**src/rtl/victim_control_pkg.sv**
```systemverilog
// rtl/victim_control_pkg.sv - shared victim buffer types, sizes and select helper
package lc3b_types;
   localparam int VICTIM_ENTRIES = 16;

   typedef logic [3:0]  lc3b_victim_idx;
   typedef logic [4:0]  lc3b_victim_sel;
   typedef logic [11:0] lc3b_victim_tag;

   // Datapath muxes reserve select 0 for pass-through, so entry k is k+1.
   function automatic lc3b_victim_sel victim_sel(input lc3b_victim_idx i);
      return {1'b0, i} + 5'd1;
   endfunction
endpackage

```
**src/rtl/victim_control_if.sv**
```systemverilog
// rtl/victim_control_if.sv - L2, pmem and victim datapath signals seen by the controller
interface victim_control_if;
   import lc3b_types::*;

   logic           mem_read;
   logic           mem_write;
   logic           mem_dirty;
   logic [15:0]    mem_address;
   logic           mem_resp;

   logic           pmem_read;
   logic           pmem_write;
   logic           pmem_resp;

   lc3b_victim_tag tag_data_line [VICTIM_ENTRIES];
   logic [15:0]    valid_out;
   logic [15:0]    dirty_out;

   lc3b_victim_sel mem_rdata_mux_sel;
   lc3b_victim_sel pmem_address_mux_sel;
   lc3b_victim_sel pmem_wdata_mux_sel;
   logic           write;
   lc3b_victim_idx idx;
   logic           valid_in;
   logic           dirty_in;

   modport ctrl (
      input  mem_read, mem_write, mem_dirty, mem_address, pmem_resp,
      input  tag_data_line, valid_out, dirty_out,
      output mem_resp, pmem_read, pmem_write,
      output mem_rdata_mux_sel, pmem_address_mux_sel, pmem_wdata_mux_sel,
      output write, idx, valid_in, dirty_in
   );

   modport env (
      output mem_read, mem_write, mem_dirty, mem_address, pmem_resp,
      output tag_data_line, valid_out, dirty_out,
      input  mem_resp, pmem_read, pmem_write,
      input  mem_rdata_mux_sel, pmem_address_mux_sel, pmem_wdata_mux_sel,
      input  write, idx, valid_in, dirty_in
   );
endinterface

```
**src/rtl/victim_control_tag_match.sv**
```systemverilog
// rtl/victim_control_tag_match.sv - 16-way tag compare with lowest-index hit and free encoders
module victim_tag_match
   import lc3b_types::*;
(
   input  lc3b_victim_tag             tag_data_line [VICTIM_ENTRIES],
   input  logic [VICTIM_ENTRIES-1:0]  valid_out,
   input  lc3b_victim_tag             tag,
   output logic [VICTIM_ENTRIES-1:0]  hit,
   output lc3b_victim_idx             hit_idx,
   output logic                       any_free,
   output lc3b_victim_idx             free_idx
);
   always_comb begin
      hit      = '0;
      hit_idx  = '0;
      free_idx = '0;
      for (int k = 0; k < VICTIM_ENTRIES; k++) begin
         hit[k] = valid_out[k] && (tag_data_line[k] == tag);
      end
      // Walking downward leaves the lowest matching index as the final value.
      for (int k = VICTIM_ENTRIES - 1; k >= 0; k--) begin
         if (hit[k]) begin
            hit_idx = lc3b_victim_idx'(k);
         end
         if (!valid_out[k]) begin
            free_idx = lc3b_victim_idx'(k);
         end
      end
   end

   assign any_free = ~&valid_out;
endmodule

```
**src/rtl/victim_control.sv**
```systemverilog
// rtl/victim_control.sv - victim buffer sequencer: init sweep, lookup, replacement, writeback
// Optional perf counters are built when VICTIM_PERF_EN is defined.
module victim_control
   import lc3b_types::*;
#(
   parameter int ENTRIES = VICTIM_ENTRIES
)
(
   input  logic            clk,
   input  logic            reset_n,
   victim_control_if.ctrl  bus
`ifdef VICTIM_PERF_EN
   ,
   output logic [15:0]     perf_hits,
   output logic [15:0]     perf_misses,
   output logic [15:0]     perf_writebacks
`endif
);
   typedef enum logic [2:0] {
      INIT, IDLE, RD_HIT, RD_MISS, EVICT_WB, INSERT
   } state_t;

   localparam lc3b_victim_idx LAST = lc3b_victim_idx'(ENTRIES - 1);

   state_t                    state;
   lc3b_victim_idx            target;
   lc3b_victim_idx            fifo_ptr;
   logic                      used_fifo;
   logic                      mem_resp_q;

   logic [VICTIM_ENTRIES-1:0] hit;
   lc3b_victim_idx            hit_idx;
   logic                      any_free;
   lc3b_victim_idx            free_idx;

   lc3b_victim_idx            wr_target;
   logic                      wr_fifo;
   logic                      wr_evict;
   logic                      wr_dirty;
   logic                      unused_addr;

   assign unused_addr = ^bus.mem_address[3:0];

   victim_tag_match u_tag_match (
      .tag_data_line (bus.tag_data_line),
      .valid_out     (bus.valid_out),
      .tag           (bus.mem_address[15:4]),
      .hit           (hit),
      .hit_idx       (hit_idx),
      .any_free      (any_free),
      .free_idx      (free_idx)
   );

   always_comb begin
      wr_target = fifo_ptr;
      wr_fifo   = 1'b0;
      wr_dirty  = bus.mem_dirty;
      if (|hit) begin
         wr_target = hit_idx;
         wr_dirty  = bus.mem_dirty | bus.dirty_out[hit_idx];
      end else if (any_free) begin
         wr_target = free_idx;
      end else begin
         wr_fifo = 1'b1;
      end
      wr_evict = wr_fifo && bus.dirty_out[fifo_ptr];
   end

   // Read-miss completion is forwarded combinationally so L2 sees it with pmem_resp.
   assign bus.mem_resp = mem_resp_q | (state == RD_MISS && bus.pmem_resp && reset_n);

   always_ff @(posedge clk) begin
      if (!reset_n) begin
         state                    <= INIT;
         target                   <= '0;
         fifo_ptr                 <= '0;
         used_fifo                <= 1'b0;
         mem_resp_q               <= 1'b0;
         bus.pmem_read            <= 1'b0;
         bus.pmem_write           <= 1'b0;
         bus.mem_rdata_mux_sel    <= '0;
         bus.pmem_address_mux_sel <= '0;
         bus.pmem_wdata_mux_sel   <= '0;
         bus.write                <= 1'b1;
         bus.idx                  <= '0;
         bus.valid_in             <= 1'b0;
         bus.dirty_in             <= 1'b0;
      end else begin
         mem_resp_q <= 1'b0;
         case (state)
            INIT: begin
               if (bus.idx == LAST) begin
                  bus.write <= 1'b0;
                  bus.idx   <= '0;
                  state     <= IDLE;
               end else begin
                  bus.idx <= bus.idx + 4'd1;
               end
            end

            IDLE: begin
               if (bus.mem_write) begin
                  target    <= wr_target;
                  used_fifo <= wr_fifo;
                  if (wr_evict) begin
                     bus.pmem_write           <= 1'b1;
                     bus.pmem_address_mux_sel <= victim_sel(wr_target);
                     bus.pmem_wdata_mux_sel   <= victim_sel(wr_target);
                     state                    <= EVICT_WB;
                  end else begin
                     bus.write    <= 1'b1;
                     bus.idx      <= wr_target;
                     bus.valid_in <= 1'b1;
                     bus.dirty_in <= wr_dirty;
                     mem_resp_q   <= 1'b1;
                     state        <= INSERT;
                  end
               end else if (bus.mem_read) begin
                  if (|hit) begin
                     bus.mem_rdata_mux_sel <= victim_sel(hit_idx);
                     mem_resp_q            <= 1'b1;
                     state                 <= RD_HIT;
                  end else begin
                     bus.pmem_read            <= 1'b1;
                     bus.pmem_address_mux_sel <= '0;
                     bus.mem_rdata_mux_sel    <= '0;
                     state                    <= RD_MISS;
                  end
               end
            end

            RD_HIT: begin
               bus.mem_rdata_mux_sel <= '0;
               state                 <= IDLE;
            end

            RD_MISS: begin
               if (bus.pmem_resp) begin
                  bus.pmem_read <= 1'b0;
                  state         <= IDLE;
               end
            end

            EVICT_WB: begin
               if (bus.pmem_resp) begin
                  bus.pmem_write           <= 1'b0;
                  bus.pmem_address_mux_sel <= '0;
                  bus.pmem_wdata_mux_sel   <= '0;
                  bus.write                <= 1'b1;
                  bus.idx                  <= target;
                  bus.valid_in             <= 1'b1;
                  bus.dirty_in             <= bus.mem_dirty;
                  mem_resp_q               <= 1'b1;
                  state                    <= INSERT;
               end
            end

            INSERT: begin
               bus.write    <= 1'b0;
               bus.idx      <= '0;
               bus.valid_in <= 1'b0;
               bus.dirty_in <= 1'b0;
               used_fifo    <= 1'b0;
               if (used_fifo) begin
                  fifo_ptr <= fifo_ptr + 4'd1;
               end
               state <= IDLE;
            end

            default: state <= IDLE;
         endcase
      end
   end

`ifdef VICTIM_PERF_EN
   always_ff @(posedge clk) begin
      if (!reset_n) begin
         perf_hits       <= '0;
         perf_misses     <= '0;
         perf_writebacks <= '0;
      end else begin
         if (state == RD_HIT && perf_hits != 16'hFFFF) begin
            perf_hits <= perf_hits + 16'd1;
         end
         if (state == RD_MISS && bus.pmem_resp && perf_misses != 16'hFFFF) begin
            perf_misses <= perf_misses + 16'd1;
         end
         if (state == EVICT_WB && bus.pmem_resp && perf_writebacks != 16'hFFFF) begin
            perf_writebacks <= perf_writebacks + 16'd1;
         end
      end
   end
`endif
endmodule

```
**src/flat_wrapper.sv**
```systemverilog
// flat-port wrapper written by rule: the top's interface ports become plain ports
module victim_control_flat import lc3b_types::*;
#(
   parameter int ENTRIES = VICTIM_ENTRIES
)
  (clk, reset_n, bus_mem_read, bus_mem_write, bus_mem_dirty, bus_mem_address, bus_pmem_resp, bus_tag_data_line, bus_valid_out, bus_dirty_out, bus_mem_resp, bus_pmem_read, bus_pmem_write, bus_mem_rdata_mux_sel, bus_pmem_address_mux_sel, bus_pmem_wdata_mux_sel, bus_write, bus_idx, bus_valid_in, bus_dirty_in);
  victim_control_if bus_i ();
  input  logic clk;
  input  logic reset_n;
  input wire logic [$bits(bus_i.mem_read)-1:0] bus_mem_read;
  input wire logic [$bits(bus_i.mem_write)-1:0] bus_mem_write;
  input wire logic [$bits(bus_i.mem_dirty)-1:0] bus_mem_dirty;
  input wire logic [$bits(bus_i.mem_address)-1:0] bus_mem_address;
  input wire logic [$bits(bus_i.pmem_resp)-1:0] bus_pmem_resp;
  input wire logic [$bits(bus_i.tag_data_line)-1:0] bus_tag_data_line;
  input wire logic [$bits(bus_i.valid_out)-1:0] bus_valid_out;
  input wire logic [$bits(bus_i.dirty_out)-1:0] bus_dirty_out;
  output wire logic [$bits(bus_i.mem_resp)-1:0] bus_mem_resp;
  output wire logic [$bits(bus_i.pmem_read)-1:0] bus_pmem_read;
  output wire logic [$bits(bus_i.pmem_write)-1:0] bus_pmem_write;
  output wire logic [$bits(bus_i.mem_rdata_mux_sel)-1:0] bus_mem_rdata_mux_sel;
  output wire logic [$bits(bus_i.pmem_address_mux_sel)-1:0] bus_pmem_address_mux_sel;
  output wire logic [$bits(bus_i.pmem_wdata_mux_sel)-1:0] bus_pmem_wdata_mux_sel;
  output wire logic [$bits(bus_i.write)-1:0] bus_write;
  output wire logic [$bits(bus_i.idx)-1:0] bus_idx;
  output wire logic [$bits(bus_i.valid_in)-1:0] bus_valid_in;
  output wire logic [$bits(bus_i.dirty_in)-1:0] bus_dirty_in;
  assign bus_i.mem_read = bus_mem_read;
  assign bus_i.mem_write = bus_mem_write;
  assign bus_i.mem_dirty = bus_mem_dirty;
  assign bus_i.mem_address = bus_mem_address;
  assign bus_i.pmem_resp = bus_pmem_resp;
  assign bus_i.tag_data_line = {>>{bus_tag_data_line}};
  assign bus_i.valid_out = bus_valid_out;
  assign bus_i.dirty_out = bus_dirty_out;
  assign bus_mem_resp = bus_i.mem_resp;
  assign bus_pmem_read = bus_i.pmem_read;
  assign bus_pmem_write = bus_i.pmem_write;
  assign bus_mem_rdata_mux_sel = bus_i.mem_rdata_mux_sel;
  assign bus_pmem_address_mux_sel = bus_i.pmem_address_mux_sel;
  assign bus_pmem_wdata_mux_sel = bus_i.pmem_wdata_mux_sel;
  assign bus_write = bus_i.write;
  assign bus_idx = bus_i.idx;
  assign bus_valid_in = bus_i.valid_in;
  assign bus_dirty_in = bus_i.dirty_in;
  victim_control #(.ENTRIES(ENTRIES)) u_core (.clk(clk), .reset_n(reset_n), .bus(bus_i));
endmodule
```
**config.mk**
```make
export PLATFORM = sky130hd
export DESIGN_NAME = victim_control_flat
export DESIGN_NICKNAME = d
export VERILOG_FILES = /design/src/rtl/victim_control_pkg.sv /design/src/rtl/victim_control_if.sv /design/src/rtl/victim_control_tag_match.sv /design/src/rtl/victim_control.sv /design/src/flat_wrapper.sv
export SDC_FILE = /design/constraint.sdc
export NUM_CORES = 1
export LEC_CHECK = 0
export CORE_MARGIN = 1
export CORE_UTILIZATION = 38
export DETAILED_ROUTE_END_ITERATION = 7
export GPL_TIMING_DRIVEN = 0
export PLACE_DENSITY = 0.88
export SYNTH_ARGS = -nofsm -noshare
export SYNTH_HDL_FRONTEND = slang
export SYNTH_SLANG_ARGS = --single-unit
```
**constraint.sdc**
```tcl
create_clock -name clk -period 3.07 [get_ports clk]
set_input_delay 0.7675 -clock clk [delete_from_list [all_inputs] [get_ports clk]]
set_output_delay 0.7675 -clock clk [all_outputs]
set_load 0.1 [all_outputs]
```
* Yosys cells after proc, flatten, opt, wreduce, memory -nomap -nowiden
Cells that the tools add are included.
** Operators by class
- Bitwise gates (word level) :: 2
- Mux-type cells :: 92
- Order comparisons :: 2
- Shifts and indexed selects :: 0
- Reductions and logical operators :: 39
- $add $sub $neg :: 4
- Divide/modulo/power cells :: 0
- Equal/unequal tests :: 34
- $mul :: 0
** Operators by type and width (number)
- equality test 12 bit :: 16
- 2-to-1 mux 4 bit :: 38
- 2-to-1 mux 5 bit :: 9
- case mux 5 bit (2 select lines) :: 3
- 2-to-1 mux 1 bit :: 26
- logical AND 1 bit :: 19
- case mux 4 bit (4 select lines) :: 1
- AND reduction 16 bit :: 1
- AND reduction 4 bit :: 4
- OR reduction 16 bit :: 1
- 2-to-1 mux 3 bit :: 5
- AND reduction 5 bit :: 3
- inequality test 2 bit, second input constant :: 7
- case mux 3 bit (4 select lines) :: 1
- adder 4 x 1 -> 5 bit, second input constant :: 2
- < comparator 4 x 5 -> 1 bit, second input constant :: 2
- adder 4 x 1 -> 4 bit, second input constant :: 2
- binary-select mux 1 bit (select 4 bit) :: 2
- case mux 1 bit (2 select lines) :: 4
- nonzero test 2 bit :: 4
- equality test 3 x 2 -> 1 bit, second input constant :: 2
- equality test 3 bit, second input constant :: 2
- inequality test 3 bit, second input constant :: 2
- case mux 1 bit (3 select lines) :: 2
- other kinds (11) :: 15
** Storage, ports and cells
- Bits in writable memories :: 0
- Logic and storage cells :: 187
- Bits in latches :: 0
- Input bits :: 246
- Bits in registers :: 37
- Output and inout bits :: 25
- Bits in read-only memories :: 0
- Memories :: 0

* Depth between registers and ports, before layout
Gate-level depths: netlist of run 1.
- Depth after elaboration :: 25
- Mapped depth :: 16
- Depth with buffers taken out :: 14

* Modules after synthesis
From an unflattened synthesis of run 1, not the netlist that was laid out.
** Second synthesis, totals
- Cells, all modules :: 640
- Area total of the unflattened synthesis :: 5056.1 µm²
** By module, submodules not included
- victim_tag_match :: cells an instance 354, seq. area each 0.0 µm², instances 1, area an instance 2676.3 µm²
- victim_control :: cells an instance 286, seq. area each 740.7 µm², instances 1, area an instance 2379.8 µm²

* Worst setup path after synthesis of run 1
OpenSTA, ideal clock, no wires.
- Path kind :: input-to-reg
- Start :: input port bus_mem_address[4]
- End :: register u_core.bus.mem_rdata_mux_sel[2]
- Setup slack :: -0.230 ns
- Data arrival time :: 3.172 ns
- Required time :: 2.942 ns
- Cell stages on the path :: 14
- Setup time :: 0.128 ns
- Path buffers :: 1
- Cell sequence :: buf_4 -> xnor2_1 -> nand3_1 -> or4_1 -> a21oi_1 -> o21bai_1 -> a21oi_1 -> o21ai_0 -> a41oi_1 -> inv_1 -> ha_1 -> xnor2_1 -> a22oi_1 -> nor2_1
** On the way
- Cells in the longest elaborated chain, start to end :: 23
- Elaborated cells between the ends (all ways) :: 54
- Those cells by class :: add/sub (1); eq/ne (16); mux (20); reduce/logical (17)
** RTL lines
- from (decl) :: line flat_wrapper.sv:13 : input wire logic [$bits(bus_i.mem_address)-1:0] bus_mem_address;
- equality test 12 bit :: line victim_control_tag_match.sv:18 : hit[k] = valid_out[k] && (tag_data_line[k] == tag);
- logical AND 1 bit :: line victim_control_tag_match.sv:18
- 2-to-1 mux 4 bit (16 in series) :: line victim_control_tag_match.sv:22 : if (hit[k]) begin
- adder 4 x 1 -> 5 bit :: line victim_control_pkg.sv:11 : return {1'b0, i} + 5'd1;
- 2-to-1 mux 5 bit (*) :: line victim_control.sv:119 : if (|hit) begin
- 2-to-1 mux 5 bit (*) :: line victim_control.sv:118 : end else if (bus.mem_read) begin
- 2-to-1 mux 5 bit (*) :: line victim_control.sv:102 : if (bus.mem_write) begin
- case mux 5 bit (2 select lines) (*) :: line victim_control.sv:90 : case (state)
- to (signal assigned) :: line victim_control.sv:120 : bus.mem_rdata_mux_sel <= victim_sel(hit_idx);
- to (decl) :: line victim_control_if.sv:31 : output mem_rdata_mux_sel, pmem_address_mux_sel, pmem_wdata_mux_sel,
Every way passes the cells marked *; elsewhere a longest branch is shown, timed or not. The select of a mux whose other input is x is not followed.
A chain may end at the register's enable or synchronous reset.

* Worst setup path in the final report of run 1
- Start :: input port bus_tag_data_line[25]
- End :: register u_core.bus.pmem_address_mux_sel[1]
** On the way
- Cells in the longest elaborated chain, start to end :: 21
- Elaborated cells between the ends (all ways) :: 27
- Those cells by class :: add/sub (1); eq/ne (3); mux (19); reduce/logical (4)
** RTL lines
- from (decl) :: line flat_wrapper.sv:15 : input wire logic [$bits(bus_i.tag_data_line)-1:0] bus_tag_data_line;
- equality test 12 bit (*) :: line victim_control_tag_match.sv:18
- logical AND 1 bit (*) :: line victim_control_tag_match.sv:18
- 2-to-1 mux 4 bit (14 in series) :: line victim_control_tag_match.sv:22
- 2-to-1 mux 4 bit (*) :: line victim_control.sv:58 : if (|hit) begin
- via u_core.wr_target[1] :: line victim_control.sv:36 : lc3b_victim_idx wr_target;
- adder 4 x 1 -> 5 bit (*) :: line victim_control_pkg.sv:11
- 2-to-1 mux 5 bit (*) :: line victim_control.sv:105 : if (wr_evict) begin
- 2-to-1 mux 5 bit (*) :: line victim_control.sv:102
- case mux 5 bit (2 select lines) (*) :: line victim_control.sv:90
- to (signal assigned) :: line victim_control.sv:107 : bus.pmem_address_mux_sel <= victim_sel(wr_target);
- to (decl) :: line victim_control_if.sv:31
The timed path passes the listed nets; every way through them passes the cells marked *. The select of a mux whose other input is x is not followed.

==> flow_summary.json, run 1 <==
{
  "status": "finished with violations",
  "failed_checks": "negative setup slack",
  "first_iter_violations": 582,
  "hold_path.class": "register to register",
  "start_util_pct": 39.5,
  "cellPowerDensity_nw_per_um2": 300,
  "worst_pin_slew_ns": 1.09,
  "vias": 6464,
  "synthFlopType": "dfxtp_1",
  "grt_overflow": 0,
  "grt_pass1_vias": 6367,
  "avgRoutedWirePerCell_microns": 21.0,
  "synth_edf_count": 0,
  "io-pin-count": 271,
  "synth_seq_cells": 37,
  "ctsLongestPathBuffers": 2,
  "viasPerCell": 5.66,
  "grtUsageTotal_pct": 29.7,
  "ant_nets": 0,
  "synthesis.instances": 636,
  "cts_max_level": 2,
  "fin_ws_ns": -0.197,
  "cts_sinks": 37,
  "start_kind": "primary input",
  "required_ns": 3.28,
  "die_h_microns": 120,
  "core_area_sq_um": 13500,
  "maxCapViolations": 0,
  "path_max_fanout": 4,
  "gp_congestion": 0.926,
  "drc": 0,
  "skew_ns": 0.00427,
  "firstDrtPassIters": 5,
  "die_width_microns": 120,
  "num_rows": 42,
  "yosys_warnings": 0,
  "grt_start_max_net_pins": 11,
  "ys_seq_area_share_pct": 13.9,
  "yosysUniqueCellTypes": 70,
  "final_cells": 1142,
  "finalPower_mw": 2.85,
  "syn_area_sq_um": 5320,
  "place_inst": 1065,
  "path_class": "primary input to register",
  "fmax_mhz": 306,
  "synth_fp_nets": 886,
  "area_delta_synth_final_pct": 78.6,
  "drive_gt1_share_pct": 25.1,
  "die_area_sq_um": 14500,
  "place_ws_ns": -0.883,
  "hold_viol": 0,
  "drt_wl_total_microns": 23900,
  "p_leak_nw": 3.89,
  "max-slew-margin-rel_pct": 27.0,
  "final-max-slew-violation-count": 0,
  "cts_tree": "yes",
  "worstSkewPairLatency_ns": 0.28,
  "root_buffer": "clkbuf_16",
  "async_reset_ff_share_pct": 0,
  "rsz0062_at_grt": "yes",
  "setup_viol": 19,
  "port_buffers": 253,
  "syn_area_per_cell_sq_um": 8.36,
  "max-vdd-ir-drop_mv": 0.230,
  "placed_area_sq_um": 8130,
  "cp-end-kind": "register",
  "n_fill_cell": 941,
  "cts.clk_slew.worst_paths_ns": 0.05,
  "antenna_found_initial": 3,
  "nets": 1212,
  "worst_ep_arrival_time_ns": 3.48,
  "fin_crit_sh_pct": 106,
  "stdcell_area_sq_um": 9500,
  "fin_crit_ns": 3.27,
  "cts_buffers": 5,
  "dp_hpwl_microns": 16700,
  "grt_first_pass_wirelength_microns": 33300,
  "worst_hold_slack_ns": 0.452
}
final timing paths:
path                                 startpoint                                 end  slack [ns]  cells past startpoint
min          u_core.bus.pmem_address_mux_sel[2]  u_core.bus.pmem_address_mux_sel[2]        0.45                      2
max                       bus_tag_data_line[25]  u_core.bus.pmem_address_mux_sel[1]       -0.20                     12
min reg2reg  u_core.bus.pmem_address_mux_sel[2]  u_core.bus.pmem_address_mux_sel[2]        0.45                      2
max reg2reg                     u_core.state[0]     u_core.bus.mem_rdata_mux_sel[0]        0.17                     10
area by class of cell:
| cell class | count | area [sq um] | share of cell area (%) |
|---|---|---|---|
| Timing Repair Buffer | 319 | 3010 | 31.7 |
| Buffer | 39 | 438 | 4.61 |
| Inverter | 15 | 61.3 | 0.645 |
| Multi-Input combinational cell | 545 | 4890 | 51.4 |
| Clock buffer | 8 | 136 | 1.44 |
| Sequential cell | 37 | 741 | 7.80 |
| Tap cell | 176 | 220 | 2.32 |
| Antenna cell | 3 | 7.51 | 0.0790 |
per-stage QoR:
step                setup TNS, ns  utilization (%)
floorplan               -0.000262                -
global placement           -15.67             60.4
detailed placement         -17.28             60.4
CTS                       -0.0873             65.7
global route                -3.89             70.6
finish                      -1.99             70.6
placed cells by master, fill, tap and decap left out, drive strengths merged, types with 4 or more instances in the layout:
master,instances
xnor2,195
clkdlybuf4s50,116
buf,107
dlygate4sd2,73
nand2,54
dfxtp,37
nand4,36
nor2,36
dlymetal6s2s,31
a21oi,29
nand3,25
nor4,23
clkdlybuf4s15,20
o21ai,20
clkbuf,19
inv,13
nor3,10
a31oi,8
a22oi,8
a211oi,8
mux2i,7
or4,7
nand2b,6
mux4,5
a311oi,5
o211ai,4
nor2b,4
and3,4
ha,4
metal layers:
metal / GRT usage, % / share of wire (%)
met1: 33.6 / 38
met2: 54.1 / 51
met4: 12.2 / 4.2
met5: 0 / 0
met3: 5.85 / 6.6
Yosys cell counts (13+ instances only):
cell | count | share of area, %
a21oi_1 | 29 | 2.7
buf_6 | 22 | 4.7
dfxtp_1 | 37 | 14
inv_1 | 13 | 0.92
nand2_1 | 54 | 3.8
nand3_1 | 25 | 2.4
nand4_1 | 33 | 3.9
nor2_1 | 36 | 2.5
o21ai_0 | 17 | 1.6
xnor2_1 | 185 | 30
registers in the layout, indices dropped and copies added, names as in the netlist, 3 cells and up:
| name | flops |
|---|---|
| u_core.bus.mem_rdata_mux_sel | 5 |
| u_core.bus.pmem_address_mux_sel | 5 |
| u_core.fifo_ptr | 4 |
| u_core.target | 4 |
| u_core.state | 3 |
| u_core.bus.pmem_wdata_mux_sel | 5 |
| u_core.bus.idx | 4 |
report_power, final:
part | switching, mW | internal (mW)
clock | 0.192 | 0.302
sequential | 0.0495 | 0.547
combinational | 0.999 | 0.763
cell families after synthesis:
family,count (synthesis),share of synthesized area [%]
AOI/OAI and AO/OA,109,14.7
xor gates and xnor gates,198,34.0
adders and majority gates,4,0.941
buffers and inverters,54,7.60
DFF,37,13.9
muxes,14,3.93
and+or+nand+nor,220,24.9
critical path, cell delays in order:
cell and delay (ns):
dlygate4sd2_1 0.28, xnor2_2 0.26, nand2_2 0.13, or4_1 0.49, o211ai_1 0.15, buf_4 0.17, a221oi_4 0.07, o311ai_4 0.37
nand2_2 0.19, ha_4 0.31, nand4b_1 0.12, a21oi_1 0.17
what timing repair did:
action | CTS | global route
gates resized for setup | 232 | 112
setup buffers | 42 | 25
endpoints found under the hold margin | 0 | 0
hold buffers | 0 | 0
setup endpoints to repair | 26 | 22
pin swaps | 144 | 52
No activity file was read; power rests on OpenSTA's default activity.
==> inputs of run 2 (changes only) <==
CORE_MARGIN = unset   (was 1)
PLACE_DENSITY = unset   (was 0.88)
PLACE_DENSITY_LB_ADDON = 0.05   (was unset)
==> flow_summary.json, run 2 (same netlist as run 1, synthesis figures left out) <==
{
  "status": "finished with violations",
  "failed_checks": "negative setup slack",
  "cts_max_level": 2,
  "max-slew-margin-rel_pct": 34.9,
  "drc": 0,
  "reg.largest.list": "u_core.bus.mem_rdata_mux_sel: 5 flops, u_core.bus.pmem_address_mux_sel: 5 flops, u_core.bus.pmem_wdata_mux_sel: 5 flops",
  "rsz0062_at_grt": "yes",
  "viasPerCell": 5.35,
  "final-max-slew-violation-count": 0,
  "start_kind": "primary input",
  "final_cells": 1149,
  "num_rows": 42,
  "fin_util_pct": 72.3,
  "area_delta_synth_final_pct": 82.9,
  "fin_ws_ns": -0.155,
  "die_width_microns": 120,
  "cts_tree": "yes",
  "placed_area_sq_um": 8130,
  "cts_buffers": 5,
  "ant_nets": 0,
  "grt_start_max_net_pins": 11,
  "n_fill_cell": 1022,
  "slowest_delay_ns": 0.48,
  "cellPowerDensity_nw_per_um2": 289,
  "setup_viol": 12,
  "fin_crit_ns": 3.22,
  "crit_chain": "dlygate4sd2_1 > xnor2_1 > nand4_1 > nor4_4 > buf_4 > or4_4 > o311a_4 > buf_8 > mux2i_1 > mux2_4 > nor3b_4 > a2111oi_4 > a21oi_1",
  "multi_input_area_sq_um": 4850,
  "vias": 6149,
  "final_common_cell": "xnor2_1",
  "drt_wl_total_microns": 22400,
  "grt_pass1_vias": 6314,
  "crit_slowest_cell": "or4_4",
  "cp-end-kind": "register",
  "root_buffer": "clkbuf_16",
  "dp_hpwl_microns": 17100,
  "path_delay_family": "simple AND/OR/NAND/NOR gates",
  "antenna_found_initial": 1,
  "skew_ns": 0.00525,
  "max-vdd-ir-drop_mv": 0.231,
  "worst_pin_slew_ns": 0.973,
  "path_max_fanout": 8,
  "worst_hold_slack_ns": 0.459,
  "cts_sinks": 37,
  "nets": 1223,
  "die_h_microns": 120,
  "grt_overflow": 0,
  "layout_common_cells": "161 x xnor2_1, 102 x clkdlybuf4s50_1, 74 x dlymetal6s2s_1",
  "hold_viol": 0,
  "die_area_sq_um": 14500,
  "fin_crit_sh_pct": 105,
  "worst_ep_arrival_time_ns": 3.43,
  "gp_congestion": 0.912,
  "io-pin-count": 271,
  "maxCapViolations": 0,
  "ctsLongestPathBuffers": 2,
  "seqCellArea_sq_um": 741,
  "grt_first_pass_wirelength_microns": 32700,
  "required_ns": 3.28,
  "fmax_mhz": 310,
  "r2r_setup_slack_ns": 0.21,
  "start_util_pct": 39.5,
  "p_leak_nw": 4.34,
  "core_area_sq_um": 13500,
  "drive_gt1_share_pct": 26.5,
  "cp_num_buf_inv": 3,
  "worstSkewPairLatency_ns": 0.28,
  "firstDrtPassIters": 5,
  "hold_path.class": "register to register",
  "grtUsageTotal_pct": 29.3,
  "path_class": "primary input to register",
  "cts.clk_slew.worst_paths_ns": 0.05,
  "place_inst": 1065,
  "hold_buffers": 0,
  "port_buffers": 253,
  "stdcell_area_sq_um": 9730,
  "first_iter_violations": 444,
  "avgRoutedWirePerCell_microns": 19.5
}
==> run 2: path summary, 6_finish.rpt <==
kind | from | endpoint | depth (start not counted)
max | bus_tag_data_line[1] | u_core.bus.dirty_in | 13
min | u_core.bus.pmem_address_mux_sel[1] | u_core.bus.pmem_address_mux_sel[1] | 2
max reg2reg | u_core.fifo_ptr[0] | u_core.bus.idx[2] | 10
min reg2reg | u_core.bus.pmem_address_mux_sel[1] | u_core.bus.pmem_address_mux_sel[1] | 2
==> run 2: final cells by class <==
| cell class | count | share of cell area [%] |
|---|---|---|
| multi-input combinational | 545 | 49.9 |
| timing repair buffer | 330 | 33.6 |
| sequential | 37 | 7.61 |
| buffer | 39 | 4.72 |
| tap | 176 | 2.26 |
| clock buffer | 5 | 1.29 |
| inverter | 15 | 0.604 |
| clock inverter | 1 | 0.0514 |
| antenna | 1 | 0.0257 |
==> run 2: per-layer routing <==
layer	vias up	routed length (microns)	track usage, %
met2	253	12300	57.3
met4	0	716	13.4
met3	53	1320	6.42
met5	-	0	0
met1	2903	8090	29.0
li1	2940	-	-
==> run 2: worst reg2reg max path: stages (launching register included) <==
cell	delay [ns]
dfxtp_1	0.33
buf_2	0.23
mux4_2	0.54
mux4_2	0.51
nand2_2	0.12
inv_2	0.05
a21bo_1	0.22
a221oi_4	0.27
buf_6	0.16
a21oi_1	0.06
a311oi_1	0.28
==> run 2: metrics by stage <==
stage / setup WS (ns) / total power [mW] / TNS [ns]
2_1_floorplan: -0.000262 / 1.63 / -0.000262
3_3_place_gp: -0.821 / 2.17 / -14.97
3_5_place_dp: -0.855 / 2.20 / -17.79
4_1_cts: -0.0926 / 2.73 / -0.174
5_1_grt: -0.223 / 2.95 / -2.39
6_report: -0.155 / 2.81 / -0.814
==> run 2: where the power goes <==
group | internal, mW | switching [mW] | total [mW]
Combinational | 0.771 | 0.978 | 1.75
Clock | 0.290 | 0.181 | 0.471
Sequential | 0.547 | 0.0475 | 0.595
==> run 2: repair_timing <==
| item | CTS | global route |
|---|---|---|
| resized for setup | 180 | 173 |
| gates cloned | 0 | 0 |
| buffers inserted | 42 | 35 |
| pin swaps | 115 | 114 |
| endpoints found under the setup margin | 27 | 22 |
==> inputs of run 3 (changes only) <==
CORE_UTILIZATION = 45   (was 38)
SKIP_LAST_GASP = 1   (was unset)
clock period = 3.8 ns   (was 3.07 ns; I/O delays follow)
==> flow_summary.json, run 3 (same netlist as run 1, synthesis figures left out) <==
{
  "drive_gt1_share_pct": 10.8,
  "p_comb_share_pct": 57.6,
  "max-slew-margin-rel_pct": 35.2,
  "internal_power_mw": 1.33,
  "power_frac_seq_pct": 21.2,
  "cellPowerDensity_nw_per_um2": 273,
  "use_met1_pct": 31.0,
  "p_sw_uw": 944,
  "sw_frac_of_total_pct": 41.5,
  "setup_viol": 0,
  "cts_max_level": 2,
  "io-pin-count": 271,
  "p_leak_nw": 2.87,
  "die_area_sq_um": 12300,
  "p_clk_share_pct": 21.2,
  "met2_usage_pct": 61.0,
  "fin_util_pct": 72.6,
  "cts_buffers": 5,
  "start_kind": "primary input",
  "skew_ns": 0.00883,
  "drc": 0,
  "die_h_microns": 111,
  "worstSkewPairLatency_ns": 0.29,
  "grt_first_pass_wirelength_microns": 30300,
  "port_buffers": 253,
  "cp-end-kind": "register",
  "path_class": "primary input to register",
  "worst_ep_arrival_time_ns": 3.98,
  "root_buffer": "clkbuf_16",
  "place_ws_ns": -0.674,
  "path_max_fanout": 10,
  "ant_nets": 0,
  "ctsLongestPathBuffers": 2,
  "fmax_mhz": 266,
  "vias": 5849,
  "first_iter_violations": 401,
  "max-vdd-ir-drop_mv": 0.580,
  "drt_wl_total_microns": 19700,
  "layout_common_cells": "252 x clkdlybuf4s50_1, 184 x xnor2_1, 53 x nand2_1",
  "avgRoutedWirePerCell_microns": 18.9,
  "finalPower_mw": 2.27,
  "hold_viol": 0,
  "gp_congestion": 0.889,
  "status": "completed",
  "final_cells": 1043,
  "antenna_found_initial": 0,
  "cts.clk_slew.worst_paths_ns": 0.06,
  "final_common_cell": "clkdlybuf4s50_1",
  "core_area_sq_um": 11500,
  "required_ns": 4.02,
  "area_delta_synth_final_pct": 56.6,
  "gr-max-usage-layer": "met2",
  "hold_path.class": "register to register",
  "cts_tree": "yes",
  "die_width_microns": 111,
  "dp_hpwl_microns": 16400,
  "maxCapViolations": 0,
  "use_met3_pct": 5.41,
  "nets": 1149,
  "reg.largest.list": "u_core.bus.mem_rdata_mux_sel: 5 flops, u_core.bus.pmem_address_mux_sel: 5 flops, u_core.bus.pmem_wdata_mux_sel: 5 flops",
  "n_fill_cell": 910,
  "rsz0062_at_grt": "yes",
  "firstDrtPassIters": 5,
  "final-max-slew-violation-count": 0,
  "grt_start_max_net_pins": 14,
  "grtUsageTotal_pct": 31.2,
  "fin_crit_ns": 3.76,
  "diodes": 0,
  "cts_sinks": 37,
  "start_util_pct": 46.4,
  "worst_pin_slew_ns": 0.969,
  "grt_pass1_vias": 6179,
  "fin_crit_sh_pct": 99.0,
  "grt_overflow": 0,
  "viasPerCell": 5.61,
  "num_rows": 39,
  "fin_ws_ns": 0.0398,
  "place_inst": 1032
}
## run 3: worst paths after layout
| kind | start | endpoint | slack [ns] | cells past startpoint |
|---|---|---|---|---|
| max | bus_tag_data_line[46] | u_core.bus.pmem_address_mux_sel[1] | 0.04 | 12 |
| min reg2reg | u_core.bus.pmem_address_mux_sel[1] | u_core.bus.pmem_address_mux_sel[1] | 0.46 | 2 |
| max reg2reg | u_core.fifo_ptr[0] | u_core.bus.write | 0.88 | 10 |
| min | u_core.bus.pmem_address_mux_sel[1] | u_core.bus.pmem_address_mux_sel[1] | 0.46 | 2 |
## run 3: worst max-delay path: stages
cell and delay, ns:
clkdlybuf4s50_1 0.49, xnor2_1 0.12, nand4_1 0.21, nor4_1 0.57, nor4_2 0.14, and4_4 0.25, buf_2 0.19, o21ai_0 0.25
nand2_1 0.20, ha_4 0.32, nand4b_1 0.12, a21oi_1 0.17
## run 3: power groups by stage
| stage | clock [mW] | sequential (mW) | combinational (mW) |
|---|---|---|---|
| after global placement | 0 | 0.484 | 1.26 |
| final | 0.481 | 0.482 | 1.31 |
| after CTS | 0.481 | 0.480 | 1.29 |
| after detailed placement | 0 | 0.486 | 1.29 |
| after global routing | 0.499 | 0.489 | 1.39 |
| after floorplan | 0 | 0.680 | 0.633 |
## run 3: layout make-up
| cell class | instances | area [sq um] | area share, % |
|---|---|---|---|
| Multi-Input combinational cell | 545 | 4280 | 51.4 |
| Buffer | 39 | 348 | 4.18 |
| Timing Repair Buffer | 256 | 2550 | 30.7 |
| Sequential cell | 37 | 741 | 8.89 |
| Clock buffer | 5 | 125 | 1.50 |
| Inverter | 15 | 56.3 | 0.676 |
| Clock inverter | 3 | 46.3 | 0.556 |
| Tap cell | 143 | 179 | 2.15 |
## run 3: timing repair
item,CTS,global route
pin swaps,1,7
gates resized for setup,2,17
hold buffers,0,0
buffers inserted,3,0
endpoints found under the setup margin,11,19
## run 3: stage by stage
step / hold WS (ns) / area [sq um] / setup TNS [ns]
floorplan: 0.439 / 5320 / 0
global placement: 0.450 / 8030 / -5.17
detailed placement: 0.452 / 8030 / -5.82
CTS: 0.463 / 8230 / 0
global route: 0.482 / 8330 / -0.207
finish: 0.459 / 8330 / 0
## run 3: metal layers
metal,up-vias,wire length (microns)
met4,0,941
met2,267,10500
met1,2719,7180
met5,-,0
li1,2791,-
met3,72,1090
